==> src/rtl/zion_basic_circuit_lib_skid_buf_if.sv <==
// Valid/ready handshake bundle for the skid buffer.
// Signal names are seen from the buffer: i* flow into it, o* flow out of it.
// master = the side that drives the buffer's inputs (producer/consumer pair, or bench);
// slave  = the skid buffer itself.
interface zion_basic_circuit_lib_skid_buf_if #(
    parameter int WIDTH = 8
);
    logic             iValid;
    logic             oReady;
    logic [WIDTH-1:0] iDat;
    logic             oValid;
    logic             iReady;
    logic [WIDTH-1:0] oDat;
    logic [1:0]       oCnt;

    modport master (
        output iValid, iDat, iReady,
        input  oReady, oValid, oDat, oCnt
    );

    modport slave (
        input  iValid, iDat, iReady,
        output oReady, oValid, oDat, oCnt
    );
endinterface

==> src/rtl/zion_basic_circuit_lib_skid_buf.sv <==
// Two-entry skid buffer: full-throughput valid/ready stage with a registered
// upstream ready. oReady is decoded only from the state flops and rst, so the
// downstream ready path never reaches the producer combinationally.
//
// state    | meaning
// ---------+-------------------------------------------------
// ST_EMPTY | nothing held; oValid=0, oReady=1, oCnt=0
// ST_BUSY  | main holds the head; oValid=1, oReady=1, oCnt=1
// ST_FULL  | main=head, skid=next; oValid=1, oReady=0, oCnt=2
module zion_basic_circuit_lib_skid_buf #(
    parameter int               WIDTH    = 8,
    parameter logic [WIDTH-1:0] INI_DATA = '0
) (
    input logic                             clk,
    input logic                             rst,
    zion_basic_circuit_lib_skid_buf_if.slave bus
);

    if (WIDTH < 1) begin : g_bad_width
`ifdef CHECK_ERR_EXIT
        $fatal(1, "zion_basic_circuit_lib_skid_buf: WIDTH must be >= 1");
`else
        $error("zion_basic_circuit_lib_skid_buf: WIDTH must be >= 1");
`endif
    end

    // Encoding doubles as the occupancy count.
    typedef enum logic [1:0] {
        ST_EMPTY = 2'd0,
        ST_BUSY  = 2'd1,
        ST_FULL  = 2'd2
    } state_t;

    state_t           state_q;
    state_t           state_d;
    logic [WIDTH-1:0] main_q;
    logic [WIDTH-1:0] main_d;
    logic [WIDTH-1:0] skid_q;
    logic             main_en;
    logic             skid_en;
    logic             ready;
    logic             valid;
    logic             push;
    logic             pop;

    assign ready = ~rst & (state_q != ST_FULL);
    assign valid = ~rst & (state_q != ST_EMPTY);
    assign push  = bus.iValid & ready;
    assign pop   = valid & bus.iReady;

    // Refill main from skid when leaving FULL, otherwise straight from upstream.
    assign main_d = (state_q == ST_FULL) ? skid_q : bus.iDat;

    assign bus.oReady = ready;
    assign bus.oValid = valid;
    assign bus.oDat   = main_q;
    assign bus.oCnt   = state_q;

    // Next state and data-register load enables.
    always_comb begin
        state_d = state_q;
        main_en = 1'b0;
        skid_en = 1'b0;
        case (state_q)
            ST_EMPTY: begin
                if (push) begin
                    main_en = 1'b1;
                    state_d = ST_BUSY;
                end
            end
            ST_BUSY: begin
                if (push && pop) begin
                    main_en = 1'b1;
                end else if (push) begin
                    skid_en = 1'b1;
                    state_d = ST_FULL;
                end else if (pop) begin
                    state_d = ST_EMPTY;
                end
            end
            ST_FULL: begin
                if (pop) begin
                    main_en = 1'b1;
                    state_d = ST_BUSY;
                end
            end
            default: state_d = ST_EMPTY;
        endcase
    end

    // State register and enable-DFF data registers, synchronous reset.
    always_ff @(posedge clk) begin
        if (rst) begin
            state_q <= ST_EMPTY;
            main_q  <= INI_DATA;
            skid_q  <= INI_DATA;
        end else begin
            state_q <= state_d;
            if (main_en) main_q <= main_d;
            if (skid_en) skid_q <= bus.iDat;
        end
    end

endmodule

==> src/flat_wrapper.sv <==
// flat-port wrapper written by rule: the top's interface ports become plain ports
module zion_basic_circuit_lib_skid_buf_flat 
#(
    parameter int               WIDTH    = 8,
    parameter logic [WIDTH-1:0] INI_DATA = '0
)
  (clk, rst, bus_iValid, bus_iDat, bus_iReady, bus_oReady, bus_oValid, bus_oDat, bus_oCnt);
  zion_basic_circuit_lib_skid_buf_if #(.WIDTH(WIDTH)) bus_i ();
  input logic clk;
  input logic rst;
  input wire logic [$bits(bus_i.iValid)-1:0] bus_iValid;
  input wire logic [$bits(bus_i.iDat)-1:0] bus_iDat;
  input wire logic [$bits(bus_i.iReady)-1:0] bus_iReady;
  output wire logic [$bits(bus_i.oReady)-1:0] bus_oReady;
  output wire logic [$bits(bus_i.oValid)-1:0] bus_oValid;
  output wire logic [$bits(bus_i.oDat)-1:0] bus_oDat;
  output wire logic [$bits(bus_i.oCnt)-1:0] bus_oCnt;
  assign bus_i.iValid = bus_iValid;
  assign bus_i.iDat = bus_iDat;
  assign bus_i.iReady = bus_iReady;
  assign bus_oReady = bus_i.oReady;
  assign bus_oValid = bus_i.oValid;
  assign bus_oDat = bus_i.oDat;
  assign bus_oCnt = bus_i.oCnt;
  zion_basic_circuit_lib_skid_buf #(.WIDTH(WIDTH), .INI_DATA(INI_DATA)) u_core (.clk(clk), .rst(rst), .bus(bus_i));
endmodule
==> config.mk <==
export PLATFORM = sky130hd
export DESIGN_NAME = zion_basic_circuit_lib_skid_buf_flat
export DESIGN_NICKNAME = d
export VERILOG_FILES = /design/src/rtl/zion_basic_circuit_lib_skid_buf_if.sv /design/src/rtl/zion_basic_circuit_lib_skid_buf.sv /design/src/flat_wrapper.sv
export SDC_FILE = /design/constraint.sdc
export NUM_CORES = 1
export LEC_CHECK = 0
export BUFFER_PORTS_ARGS = -buffer_cell sky130_fd_sc_hd__buf_2
export CORE_AREA = 2 2 46 48
export CTS_CLUSTER_DIAMETER = 50
export DETAILED_ROUTE_END_ITERATION = 8
export DIE_AREA = 0 0 48 50
export PLACE_DENSITY = 0.73
export SLEW_MARGIN = 0
export SYNTH_ARGS = -nofsm -noshare
export SYNTH_HDL_FRONTEND = slang
export SYNTH_SLANG_ARGS = --single-unit
==> constraint.sdc <==
create_clock -name clk -period 1.7 [get_ports clk]
set_clock_uncertainty 0.1 [all_clocks]
set_input_delay 0.34 -clock clk [delete_from_list [all_inputs] [get_ports clk]]
set_output_delay 0.34 -clock clk [all_outputs]
set_load 0.02 [all_outputs]
==> After elaboration in Yosys (flattened, before gate mapping) <==
Cells that the tools add are included.
{ "classes": {"n_eq_ne": 7, "mux": 13, "n_bitwise": 5, "n_reduce_logical": 4} }
{ "op_table": {"columns": ["cell", "n"], "rows": [
  ["$mux W2", 5],
  ["$mux W8", 1],
  ["$pmux W2 S3", 1],
  ["$mux W1", 5],
  ["$and A1 B1 Y1", 4],
  ["$ne A2 B1 Y1 const B", 2],
  ["$ne A2 B2 Y1 const B", 2],
  ["$reduce_and A4 Y1", 1],
  ["$ne A3 B1 Y1 const B", 1],
  ["$pmux W1 S3", 1],
  ["$eq A2 B1 Y1 const B", 1],
  ["$eq A2 B2 Y1 const B", 1],
  ["$logic_not A2 Y1", 1],
  ["$reduce_bool A2 Y1", 1],
  ["$logic_and A1 B1 Y1", 1],
  ["$not A1 Y1", 1]
]} }
{ "word_totals": {"reg_bits": 18, "input_bits": 12, "out_inout_bits": 12} }

==> Logic depth before layout (Yosys ltp) <==
Gate-level depths: netlist of the first run.
{ "logic_depth": {"ltp_word": 7, "mapped_depth": 5, "depth_no_buf": 3} }

==> Worst setup path after synthesis of the first run <==
No wires, ideal clock.
{ "synth_path": {"kind": "register to output", "startpoint": "register u_core.state_q[0], in the netlist u_core.bus.oCnt[0]", "endpoint": "output port bus_oReady", "arrival_ps": 1165, "required_ps": 1260, "slack_ps": 95, "stages_incl_launch_ff": 4, "path_buffers": 1, "path_cell_list": "dfxtp_1 -> inv_1 -> clkbuf_1 -> a21oi_1"} }
{ "synth_between": {"elab_chain_len": 2} }
{ "synth_lines": {"columns": ["element", "line", "rtl"], "rows": [
  ["from (decl)", "zion_basic_circuit_lib_skid_buf.sv:34", "state_t state_q;"],
  ["from (signal assigned)", "zion_basic_circuit_lib_skid_buf.sv:98", "state_q <= state_d;"],
  ["$ne A2 B2 Y1", "zion_basic_circuit_lib_skid_buf.sv:46", "assign ready = ~rst & (state_q != ST_FULL);"],
  ["$and A1 B1 Y1", "zion_basic_circuit_lib_skid_buf.sv:46", null],
  ["to (decl)", "flat_wrapper.sv:14", "output wire logic [$bits(bus_i.oReady)-1:0] bus_oReady;"]
]} }
No other way between the ends.

==> Worst setup path after layout of the first run <==
Ends and elaborated chain as after synthesis.

==> results.json, run 1 <==
{
  "outcome": "complete, no violations",
  "dp_cells": 136,
  "vias": 777,
  "finalHoldViolCount": 0,
  "final_cells": 140,
  "rsz0062_at_grt": "no",
  "drtIter0Drc": 12,
  "grt.met1_usage_pct": 26.8,
  "cts.clk_slew.worst_paths_ns": 0.10,
  "synth_seq_cells": 18,
  "yosys_warnings": 0,
  "syn2layout_area_growth_pct": 17.9,
  "antenna_found_initial": 0,
  "drc": 0,
  "setup_viol": 0,
  "synthesis.area_um2": 888,
  "grt_usage_pct": 17.8,
  "die-area_um2": 2400,
  "leakage_uw": 0.000458,
  "critPathMaxStageDelay_ns": 0.40,
  "peakVddDrop_uv": 699,
  "synthTopCellsByArea": "dfxtp_1 (41%), a211oi_2 (11%), mux2i_1 (9.0%)",
  "yosysUniqueCellTypes": 23,
  "numCtsBuffers": 3,
  "swShare_pct": 29.2,
  "fmax_mhz": 635,
  "p_seq_share_pct": 50.2,
  "p_per_area_nw_per_um2": 882,
  "syn_inst": 92,
  "cts_sinks": 18,
  "synth_xor_area_share_pct": 0,
  "first_global_vias": 651,
  "final_util_pct": 55.1,
  "synth_seq_area_share_pct": 40.6,
  "worst_pin_slew_ns": 0.464,
  "start_util_pct": 46.7,
  "synth.largest_area_cell": "dfxtp_1",
  "crit_family": "flip-flops",
  "yosys-mux-area-fraction_pct": 10.7,
  "globalRouteOverflowTotal": 0,
  "maxCapViolCount": 0,
  "layout_min_cycle_time_ns": 1.58,
  "crit_arrival_ns": 1.14,
  "gp_congestion": 0.806,
  "met3_usage_pct": 7.33,
  "worstPathCellList": "inv_2, a21oi_1, buf_2",
  "die_h_um": 50,
  "p_int_uw": 655,
  "wire_per_inst_um": 14.0,
  "avgSynthCellArea_um2": 9.66,
  "port_buffers": 23,
  "via_per_inst": 5.55,
  "synthAdderAreaFrac_pct": 0,
  "root_buffer": "clkbuf_4",
  "crit_required_ns": 1.26,
  "clock_latency_ns": 0.30,
  "clockBufferDepth": 2,
  "synth_edf_count": 0,
  "synth_nets": 104,
  "crit_buf_inv": 2,
  "synthTopCellsByCount": "dfxtp_1 (18), a21oi_1 (11)",
  "ios": 24,
  "synth.top_cell.area_share_pct": 40.6,
  "busiest_layer": "met1",
  "cts_tree": "built",
  "synth_flop_cell": "dfxtp_1",
  "rows": 16,
  "final_nets": 126,
  "start_kind": "register",
  "slowest_stage": "dfxtp_2",
  "setup_tns_ns": 0,
  "die_x_um": 48,
  "grt_pass1_wl_um": 3080,
  "antennaDiodeCount": 0,
  "slew_headroom_pct": 69.1,
  "pwr-share-comb_pct": 21.5,
  "grt_max_degree": 14,
  "maxSlewViolCount": 0,
  "synth_compound_area_share_pct": 31.4,
  "ant_nets": 0,
  "endpoint_kind": "output pin",
  "synth_top_family_by_area": "compound AO/OA/AOI/OAI gates",
  "async_flop_share_pct": 0,
  "path_max_fanout": 11,
  "p_clk_share_pct": 28.3,
  "p_sw_uw": 270,
  "period_share_pct": 92.7,
  "h-tree-depth": 1,
  "use_met2_pct": 24.0,
  "layout-drive-gt1-share_pct": 39.8,
  "worst_hold_path_type": "primary input to register",
  "firstDrtPassIters": 4,
  "worstSetupPathType": "register to output pin",
  "yosysMostFrequentCell": "dfxtp_1",
  "synth-simple-area-share_pct": 12.1,
  "core-area_um2": 1900,
  "wl_um": 1960
}
==> worst min-delay path, cell delays in order <==
cell and delay (ns):
buf_2 0.10, nand3_1 0.05, a21oi_1 0.05
==> path summary, 6_finish.rpt <==
kind	from	endpoint	slack (ns)	depth (start not counted)
setup / recovery	u_core.bus.oCnt[0]	bus_oReady	0.12	3
hold / removal	bus_iDat[3]	u_core.skid_q[3]	0.19	3
setup reg to reg	u_core.bus.oCnt[1]	u_core.bus.oDat[6]	0.15	3
hold reg to reg	u_core.skid_q[0]	u_core.skid_q[0]	0.39	2
==> cell usage in the layout (no fill, tap or decap), drive strengths merged <==
cell type and count:
nand3b 1, buf 25, or3b 1, nand3 8, a21oi 11, or2 1
mux2i 8, nand2 2, and3b 2, a211oi 16, dfxtp 18, clkbuf 4
o21ai 8, a21o 2, nor2 3, inv 1, or2b 1, mux2 1
==> metal layers <==
metal  up-vias  part of all wire, %
met1       358                   47
met4         0                    0
li1        388                    -
met3         0                  7.6
met2        31                   45
met5         -                    0
==> area by class of cell <==
type	count	area [um2]
inverter	1	3.75
clock buffer	4	36.3
multi-input combinational	65	482
fill	170	855
sequential	18	362
timing repair buffer	25	130
tap	27	33.8
==> registers in the layout (all words and copies together), names as in the netlist <==
signal / cells
u_core.skid_q: 8
u_core.bus.oDat: 8
u_core.bus.oCnt: 2
==> stage by stage <==
step                      total power, uW  worst slack, ns  hold WS [ns]  instance area [um2]
after floorplan                       609           0.0947         0.353                  888
after global placement                666            0.239         0.362                 1010
after detailed placement              671            0.187         0.373                 1010
after CTS                             931           0.0385         0.190                 1050
after global routing                  971           0.0358         0.180                 1050
final                                 924            0.124         0.190                 1050
==> cell families (layout without fill, tap and decap cells) <==
kind of cell | after synthesis | in the layout
DFF | 18 | 18
muxes | 9 | 9
AOI/OAI and AO/OA | 37 | 37
and+or+nand+nor | 19 | 19
buffers and inverters | 9 | 30
==> power by group through the flow <==
stage	combinational, uW	sequential, uW	clock (uW)
floorplan	113	496	0
global placement	195	471	0
detailed placement	199	471	0
CTS	199	462	270
global route	214	466	291
finish	199	464	261
==> timing repair <==
| action | 4_1_cts | 5_1_grt |
|---|---|---|
| hold buffers | 0 | 0 |
| gates resized for setup | 1 | 1 |
| setup endpoints to repair | 1 | 1 |
| setup buffers | 0 | 0 |
Note: power is estimated with default switching activity, not from simulation.
==> run 2: changes to the inputs <==
CORE_AREA = 2 2 40 60   (was 2 2 46 48)
DIE_AREA = 0 0 42 62   (was 0 0 48 50)
PLACE_DENSITY = 0.69   (was 0.73)
clock period = 1.4 ns   (was 1.7 ns; I/O delays follow)
==> run 2 against run 1 <==
Effect of this change: the flow now finishes with violations (negative setup slack); setup slack worse by 0.19 ns; final cell count increased by 1.4%; sequential power up 21%; sequential cell count is the same; sequential share of layout area decreased by 1.7 points; core utilization decreased by 2.4 points; combinational power is 37% higher; critical path depth unchanged; routed wire length increased by 9.3%; hold slack worse by 0.063 ns; first-iteration DRC count is 25% higher; via count up 1.7%; largest cell class unchanged.
==> results.json, run 2 (synthesis gave the netlist of run 1 again) <==
{
  "firstDrtPassIters": 4,
  "cts.clk_slew.worst_paths_ns": 0.11,
  "grt_max_degree": 13,
  "crit_required_ns": 1.02,
  "ios": 24,
  "globalRouteOverflowTotal": 0,
  "port_buffers": 23,
  "cts_sinks": 18,
  "path_max_fanout": 5,
  "post_dp_cell_area_um2": 1030,
  "endpoint_kind": "output pin",
  "worst_hold_path_type": "primary input to register",
  "regArea_um2": 368,
  "root_buffer": "clkbuf_4",
  "p_per_area_nw_per_um2": 1000,
  "syn2layout_area_growth_pct": 26.2,
  "layout-drive-gt1-share_pct": 47.1,
  "ant_nets": 0,
  "final_util_pct": 52.7,
  "clock_latency_ns": 0.30,
  "peakVddDrop_uv": 510,
  "drtIter0Drc": 15,
  "pre_cts_ws_ns": -0.0202,
  "maxSlewViolCount": 0,
  "final_cell_area_um2": 1120,
  "first_global_vias": 695,
  "final_nets": 132,
  "hold_slack_ns": 0.127,
  "grt_usage_pct": 17.0,
  "cts_tree": "built",
  "multi_input_area_um2": 499,
  "final_common_cell": "buf_2",
  "setup_viol": 4,
  "rows": 21,
  "nFillCells": 196,
  "die_h_um": 62,
  "outcome": "finished, violations left",
  "dp_hpwl_um": 1500,
  "worstSetupPathType": "register to output pin",
  "drc": 0,
  "fmax_mhz": 682,
  "antennaDiodeCount": 0,
  "gp_congestion": 0.718,
  "crit_arrival_ns": 1.09,
  "worst_slack_ns": -0.0654,
  "ctsHoldBuffers": 0,
  "numCtsBuffers": 3,
  "clockBufferDepth": 2,
  "die-area_um2": 2600,
  "maxCapViolCount": 0,
  "core-area_um2": 2130,
  "finalHoldViolCount": 0,
  "die_x_um": 42,
  "final_cell_mix": "buf_2 (21), dfxtp_1 (16), a21oi_1 (9)",
  "wire_per_inst_um": 15.1,
  "start_util_pct": 41.7,
  "slew_headroom_pct": 78.3,
  "grt_pass1_wl_um": 3260,
  "layout_min_cycle_time_ns": 1.47,
  "wl_um": 2150,
  "start_kind": "register",
  "h-tree-depth": 1,
  "violations": "negative setup slack",
  "worst_pin_slew_ns": 0.324,
  "antenna_found_initial": 0,
  "period_share_pct": 105,
  "leakage_uw": 0.000487,
  "rsz0062_at_grt": "yes",
  "via_per_inst": 5.56,
  "vias": 790
}
[run 2: changes by cell type in the layout (fill, tap and decap cells not counted), sizes merged]
cell,delta
buf,+6
inv,-1
clkinvlp,+1
[run 2: area by class of cell]
cell class                 count  area share, %
clock buffer                   4           2.34
multi-input combinational     65           44.5
timing repair buffer          31           17.1
sequential                    18           32.8
tap                           23           2.57
inverter                       1          0.670
[run 2: per-layer routing]
metal | up-vias | track usage (%) | routed length (um)
met4 | 0 | 8.29 | 51
met5 | - | 0 | 0
li1 | 397 | - | -
met3 | 6 | 2.89 | 67
met2 | 16 | 28.8 | 1050
met1 | 371 | 21.1 | 983
[run 2: critical path, stage by stage, from the launching register on]
cell	delay [ns]
dfxtp_4	0.38
buf_6	0.12
a21oi_2	0.13
buf_4	0.15
[run 2: final timing paths]
| check | start | endpoint | slack, ns | depth (start not counted) |
|---|---|---|---|---|
| max | u_core.bus.oCnt[1] | bus_oReady | -0.07 | 3 |
| min | bus_iDat[5] | u_core.skid_q[5] | 0.13 | 3 |
| max reg2reg | u_core.bus.oCnt[0] | u_core.bus.oCnt[0] | -0.04 | 4 |
| min reg2reg | u_core.skid_q[0] | u_core.skid_q[0] | 0.39 | 2 |
[run 2: what timing repair did]
item | CTS | global route
setup buffers | 3 | 1
endpoints found under the setup margin | 9 | 17
resized for setup | 8 | 8
hold endpoints to repair | 0 | 0
pin swaps | 2 | 3
[run 2: metrics by stage]
stage	total power, uW	TNS [ns]	instances
3_5_place_dp	817	-0.0758	134
2_1_floorplan	740	-0.100	92
3_3_place_gp	811	0	134
4_1_cts	1110	-0.346	141
5_1_grt	1160	-0.796	142
6_report	1120	-0.166	142
[run 2: power by group]
part | internal, uW | switching (uW)
registers | 541 | 20.8
logic | 115 | 157
clock network | 111 | 176
total | 767 | 354
